<file path="src/rtl/arch_cdc_handshake_rx_if.sv">
// Bundle for the toggle req/ack CDC receiver: source-side request/data,
// acknowledge back, and the AXI-Stream-style output stream.
interface arch_cdc_handshake_rx_if #(
    parameter int WIDTH = 8
);
    logic             src_req;
    logic [WIDTH-1:0] src_data;
    logic             dst_ack;
    logic             m_tvalid;
    logic             m_tready;
    logic [WIDTH-1:0] m_tdata;
    logic             busy;

    modport master (
        input  src_req,
        input  src_data,
        output dst_ack,
        output m_tvalid,
        input  m_tready,
        output m_tdata,
        output busy
    );

    modport slave (
        output src_req,
        output src_data,
        input  dst_ack,
        input  m_tvalid,
        output m_tready,
        input  m_tdata,
        input  busy
    );
endinterface

</file>
<file path="src/rtl/arch_cdc_handshake_rx.sv">
// Destination side of a two-phase req/ack CDC for multi-bit words.
// Optional ARCH_CDC_HS_COUNT_EN adds a 16-bit accepted-beat counter.
module arch_cdc_handshake_rx #(
    parameter int WIDTH       = 8,
    parameter int SYNC_STAGES = 3
) (
    input  logic                          dst_clk,
    input  logic                          dst_rst,
`ifdef ARCH_CDC_HS_COUNT_EN
    output logic [15:0]                   xfer_count,
`endif
    arch_cdc_handshake_rx_if.master       bus
);

    typedef enum logic [1:0] {
        S_IDLE,
        S_SAMPLE,
        S_VALID
    } state_t;

    state_t                 r_state;
    state_t                 w_state_nxt;
    logic [SYNC_STAGES-1:0] r_req_sync;
    logic                   w_req_s;
    logic                   r_ack;
    logic                   r_tvalid;
    logic [WIDTH-1:0]       r_tdata;
    logic                   w_pending;
    logic                   w_load;
    logic                   w_accept;

    assign w_req_s   = r_req_sync[SYNC_STAGES-1];
    assign w_pending = w_req_s ^ r_ack;

    assign bus.dst_ack  = r_ack;
    assign bus.m_tvalid = r_tvalid;
    assign bus.m_tdata  = r_tdata;
    assign bus.busy     = (r_state != S_IDLE);

    // Plain shift-register synchroniser on the request toggle.
    always_ff @(posedge dst_clk) begin
        if (dst_rst) begin
            r_req_sync <= '0;
        end else begin
            r_req_sync <= {r_req_sync[SYNC_STAGES-2:0], bus.src_req};
        end
    end

    // State register.
    always_ff @(posedge dst_clk) begin
        if (dst_rst) begin
            r_state <= S_IDLE;
        end else begin
            r_state <= w_state_nxt;
        end
    end

    // Next-state logic and per-state load/accept strobes.
    always_comb begin
        w_state_nxt = r_state;
        w_load      = 1'b0;
        w_accept    = 1'b0;
        unique case (r_state)
            S_IDLE: begin
                if (w_pending) begin
                    w_state_nxt = S_SAMPLE;
                end
            end
            S_SAMPLE: begin
                w_load      = 1'b1;
                w_state_nxt = S_VALID;
            end
            S_VALID: begin
                if (r_tvalid && bus.m_tready) begin
                    w_accept    = 1'b1;
                    w_state_nxt = S_IDLE;
                end
            end
            default: begin
                w_state_nxt = S_IDLE;
            end
        endcase
    end

    // Capture the word once, hold it until accepted, then toggle ack.
    always_ff @(posedge dst_clk) begin
        if (dst_rst) begin
            r_tdata  <= '0;
            r_tvalid <= 1'b0;
            r_ack    <= 1'b0;
        end else if (w_load) begin
            r_tdata  <= bus.src_data;
            r_tvalid <= 1'b1;
        end else if (w_accept) begin
            r_tvalid <= 1'b0;
            r_ack    <= ~r_ack;
        end
    end

`ifdef ARCH_CDC_HS_COUNT_EN
    logic [15:0] r_xfer_count;

    assign xfer_count = r_xfer_count;

    // Count accepted beats; wraps naturally at 16 bits.
    always_ff @(posedge dst_clk) begin
        if (dst_rst) begin
            r_xfer_count <= '0;
        end else if (w_accept) begin
            r_xfer_count <= r_xfer_count + 16'd1;
        end
    end
`endif

endmodule

</file>
<file path="src/flat_wrapper.sv">
// flat-port wrapper written by rule: the top's interface ports become plain ports
module arch_cdc_handshake_rx_flat 
#(
    parameter int WIDTH       = 8,
    parameter int SYNC_STAGES = 3
)
  (dst_clk, dst_rst, bus_src_req, bus_src_data, bus_dst_ack, bus_m_tvalid, bus_m_tready, bus_m_tdata, bus_busy);
  arch_cdc_handshake_rx_if #(.WIDTH(WIDTH)) bus_i ();
  input  logic dst_clk;
  input  logic dst_rst;
  input wire logic [$bits(bus_i.src_req)-1:0] bus_src_req;
  input wire logic [$bits(bus_i.src_data)-1:0] bus_src_data;
  output wire logic [$bits(bus_i.dst_ack)-1:0] bus_dst_ack;
  output wire logic [$bits(bus_i.m_tvalid)-1:0] bus_m_tvalid;
  input wire logic [$bits(bus_i.m_tready)-1:0] bus_m_tready;
  output wire logic [$bits(bus_i.m_tdata)-1:0] bus_m_tdata;
  output wire logic [$bits(bus_i.busy)-1:0] bus_busy;
  assign bus_i.src_req = bus_src_req;
  assign bus_i.src_data = bus_src_data;
  assign bus_dst_ack = bus_i.dst_ack;
  assign bus_m_tvalid = bus_i.m_tvalid;
  assign bus_i.m_tready = bus_m_tready;
  assign bus_m_tdata = bus_i.m_tdata;
  assign bus_busy = bus_i.busy;
  arch_cdc_handshake_rx #(.WIDTH(WIDTH), .SYNC_STAGES(SYNC_STAGES)) u_core (.dst_clk(dst_clk), .dst_rst(dst_rst), .bus(bus_i));
endmodule
</file>
<file path="config.mk">
export PLATFORM = sky130hd
export DESIGN_NAME = arch_cdc_handshake_rx_flat
export DESIGN_NICKNAME = d
export VERILOG_FILES = /design/src/rtl/arch_cdc_handshake_rx_if.sv /design/src/rtl/arch_cdc_handshake_rx.sv /design/src/flat_wrapper.sv
export SDC_FILE = /design/constraint.sdc
export NUM_CORES = 1
export LEC_CHECK = 0
export ABC_CLOCK_PERIOD_IN_PS = 1000
export CORE_ASPECT_RATIO = 0.9
export CORE_UTILIZATION = 35
export DETAILED_ROUTE_END_ITERATION = 8
export PLACE_DENSITY = 0.7
export SYNTH_ARGS = -nofsm -noshare
export SYNTH_HDL_FRONTEND = slang
export SYNTH_SLANG_ARGS = --single-unit
</file>
<file path="constraint.sdc">
create_clock -name dst_clk -period 1 [get_ports dst_clk]
set_clock_uncertainty 0.1 [all_clocks]
set_input_delay 0.15 -clock dst_clk [delete_from_list [all_inputs] [get_ports dst_clk]]
set_output_delay 0.15 -clock dst_clk [all_outputs]
set_load 0.02 [all_outputs]
</file>
==> reports/qor.yml, run 1 <==
max_cap_viol_count: 0
synth-edff-count: 0
crit_required_ps: 750
cts_sinks: 15
leakage_nw: 0.3621
viasPerCell: 4.766
place_inst: 101
rrSetupSlack_ps: -200
hold_depth: 3
antenna_found_initial: 0
grt_first_pass_wirelength_microns: 1835
insertion_delay_ps: 290
grt.total_usage_pct: 16.23
die_w_microns: 43.43
report.final.hold_viol_count: 0
port_buffers: 22
ys_ff_latch: 15
drive_gt1_share_pct: 54.35
max_slew_margin_pct: 86.19
finish.instance_area_sq_um: 933.4
htree_levels: 1
vias: 510
synth_common_cells: "nand2_1 (17), dfxtp_1 (15), a21oi_1 (9)"
hold_path_end: "u_core.bus.m_tdata[3]$_SDFFE_PP0N_"
r2r_end: "u_core.r_state[0]$_SDFFE_PP0P_"
setup_tns_ps: -1507
synthCells: 60
cts_buffers: 3
power.density_nw_per_um2: 1158
area_growth_pct: 72.69
period_share_pct: 123.0
io_pins: 23
fin_cells: 107
root_buffer: "clkbuf_4"
place_area_sq_um: 809.5
timing.fmax_mhz: 812.8
setup_violations: 12
synthDistinctLibCells: 19
drtAntennaViolNets: 0
rr_worst_depth: 5
ys.flop_type: "dfxtp_1"
ys_top_cells_by_area: "dfxtp_1 (56%), nand2_1 (12%), a21oi_1 (8.3%)"
grt_overflow: 0
cp-start-kind: "flip-flop"
yosysSeqAreaShare_pct: 55.56
cp-end-kind: "output pin"
drtIter0Drc: 13
synth_fp_nets: 72
status: "finished with violations"
hold_path.class: "input pin to flip-flop"
clkTransAtPathRegs_ps: 90
path_class: "flip-flop to output pin"
yosysTopAreaCellShare_pct: 55.56
yosysMostFrequentCell: "nand2_1"
min_from: "bus_src_data[3]"
slew_viol_final: 0
rows: 13
ir_drop_uv: 783.9
globalplace.congestion: 0.6810
num_antenna_cells: 0
async_flop_share_pct: 0
yosysWarnings: 0
wl_per_cell_microns: 11.65
r2r_start: "u_core.r_state[1]$_SDFFE_PP0P_"
drtPass1Iterations: 6
tightest_slew_ps: 205.7
power.total_w: 0.001081
violations: "DRC, setup timing"
dpl.hpwl_microns: 812.4
grt_pass1_vias: 429
cp_max_fo: 2
start_util_pct: 37.34
grt_max_degree: 12
cts_buffer_depth: 2
fp.coreArea_sq_um: 1448
wl_microns: 1247
min_period_ps: 1230
cts_tree: "built"
yosys.area.top_type: "dfxtp_1"
worst_slack_ps: -230.4
die_h_microns: 39.28
route.detailed.drc: 6
nNetsFinal: 105
synth_area_sq_um: 540.5
die_area_sq_um: 1706
dp_slack_ps: -376.6
rsz0062_at_grt: "true"
cp.arrival_ps: 980
synth.avg_cell_area_sq_um: 9.009
[timing repair]
item,4_1_cts,5_1_grt
setup buffers,1,1
pin swaps,6,4
hold buffers,0,0
endpoints found under the setup margin,22,23
resized for setup,82,11
[power breakdown]
group	internal, W	switching [W]
logic	0.0000798	0.0000494
clock network	0.000149	0.000188
registers	0.000609	0.00000553
total	0.000838	0.000243
[cell type report]
type | instances | area (sq um)
inverters | 1 | 3.754
clock inverters | 1 | 5.005
fillers | 137 | 514.2
well taps | 15 | 18.77
repair buffers | 31 | 309.0
flip-flops and latches | 15 | 314.1
clock buffers | 3 | 22.52
multi-input cells | 41 | 260.3
[per-stage QoR]
stage	util [%]	hold slack [ps]
after floorplan	-	119.7
after global placement	55.92	316.9
after detailed placement	55.92	326.4
after CTS	61.54	294.2
after global routing	64.48	286.2
final	64.48	307.2
[cell families after synthesis]
group / Yosys count / share of synthesized area, %
AO/OA/AOI/OAI: 11 / 10.65
XOR/XNOR: 2 / 3.241
buffers and inverters: 4 / 5.091
flip-flops: 15 / 55.56
AND/OR/NAND/NOR: 28 / 25.47
[sequential cells by signal, indices dropped and copies added, names as in the netlist]
signal / flops
u_core.bus.m_tvalid: 1
u_core.r_req_sync: 3
u_core.bus.m_tdata: 8
u_core.r_state: 2
u_core.bus.dst_ack: 1
[how the worst max path moves through the flow]
stage	startpoint	endpoint	slack (ps)	depth (start not counted)
after floorplan	u_core.bus.m_tvalid$_SDFFE_PP0P_	u_core.bus.dst_ack$_SDFFE_PP0P_	3	3
after global placement	u_core.r_state[1]$_SDFFE_PP0P_	bus_busy	-380	2
after detailed placement	u_core.r_state[1]$_SDFFE_PP0P_	bus_busy	-380	2
after CTS	u_core.r_state[1]$_SDFFE_PP0P_	bus_busy	-240	2
after global routing	u_core.r_state[1]$_SDFFE_PP0P_	bus_busy	-260	2
final	u_core.r_state[1]$_SDFFE_PP0P_	bus_busy	-230	2
[critical path, cell delays in order, from the launching register on]
cell and delay, ps:
dfxtp_2 330, or2_4 240, buf_6 130
[routing by layer]
metal	GRT usage [%]	share of wire, %	up-vias
met3	6.912	8.0	5
met2	25.76	45	23
li1	-	-	258
met4	9.375	2.3	0
met1	18.47	44	224
met5	0	0	-
[placed cells by master, fill, tap and decap left out, drive strengths merged]
| cell | netlist | routed |
|---|---|---|
| buf | 3 | 20 |
| nand2 | 17 | 17 |
| dfxtp | 15 | 15 |
| clkdlybuf4s50 | 0 | 11 |
| a21oi | 9 | 9 |
| nor2b | 3 | 3 |
| clkbuf | 0 | 3 |
| nor2 | 2 | 2 |
| or2 | 1 | 1 |
| and2b | 1 | 1 |
| nand2b | 1 | 1 |
| nand4b | 1 | 1 |
| xor2 | 1 | 1 |
| xnor2 | 1 | 1 |
| nor3 | 1 | 1 |
| inv | 1 | 1 |
| o21ai | 1 | 1 |
| a211oi | 1 | 1 |
| nand3b | 1 | 1 |
| clkinv | 0 | 1 |
Power figures use the tool's default switching activity.
==> run 2, diff against run 1 <==
ABC_AREA = 0   (was not set)
==> results of run 2 <==
Same layout as run 1: the final DEF is identical, and so are final timing and power.
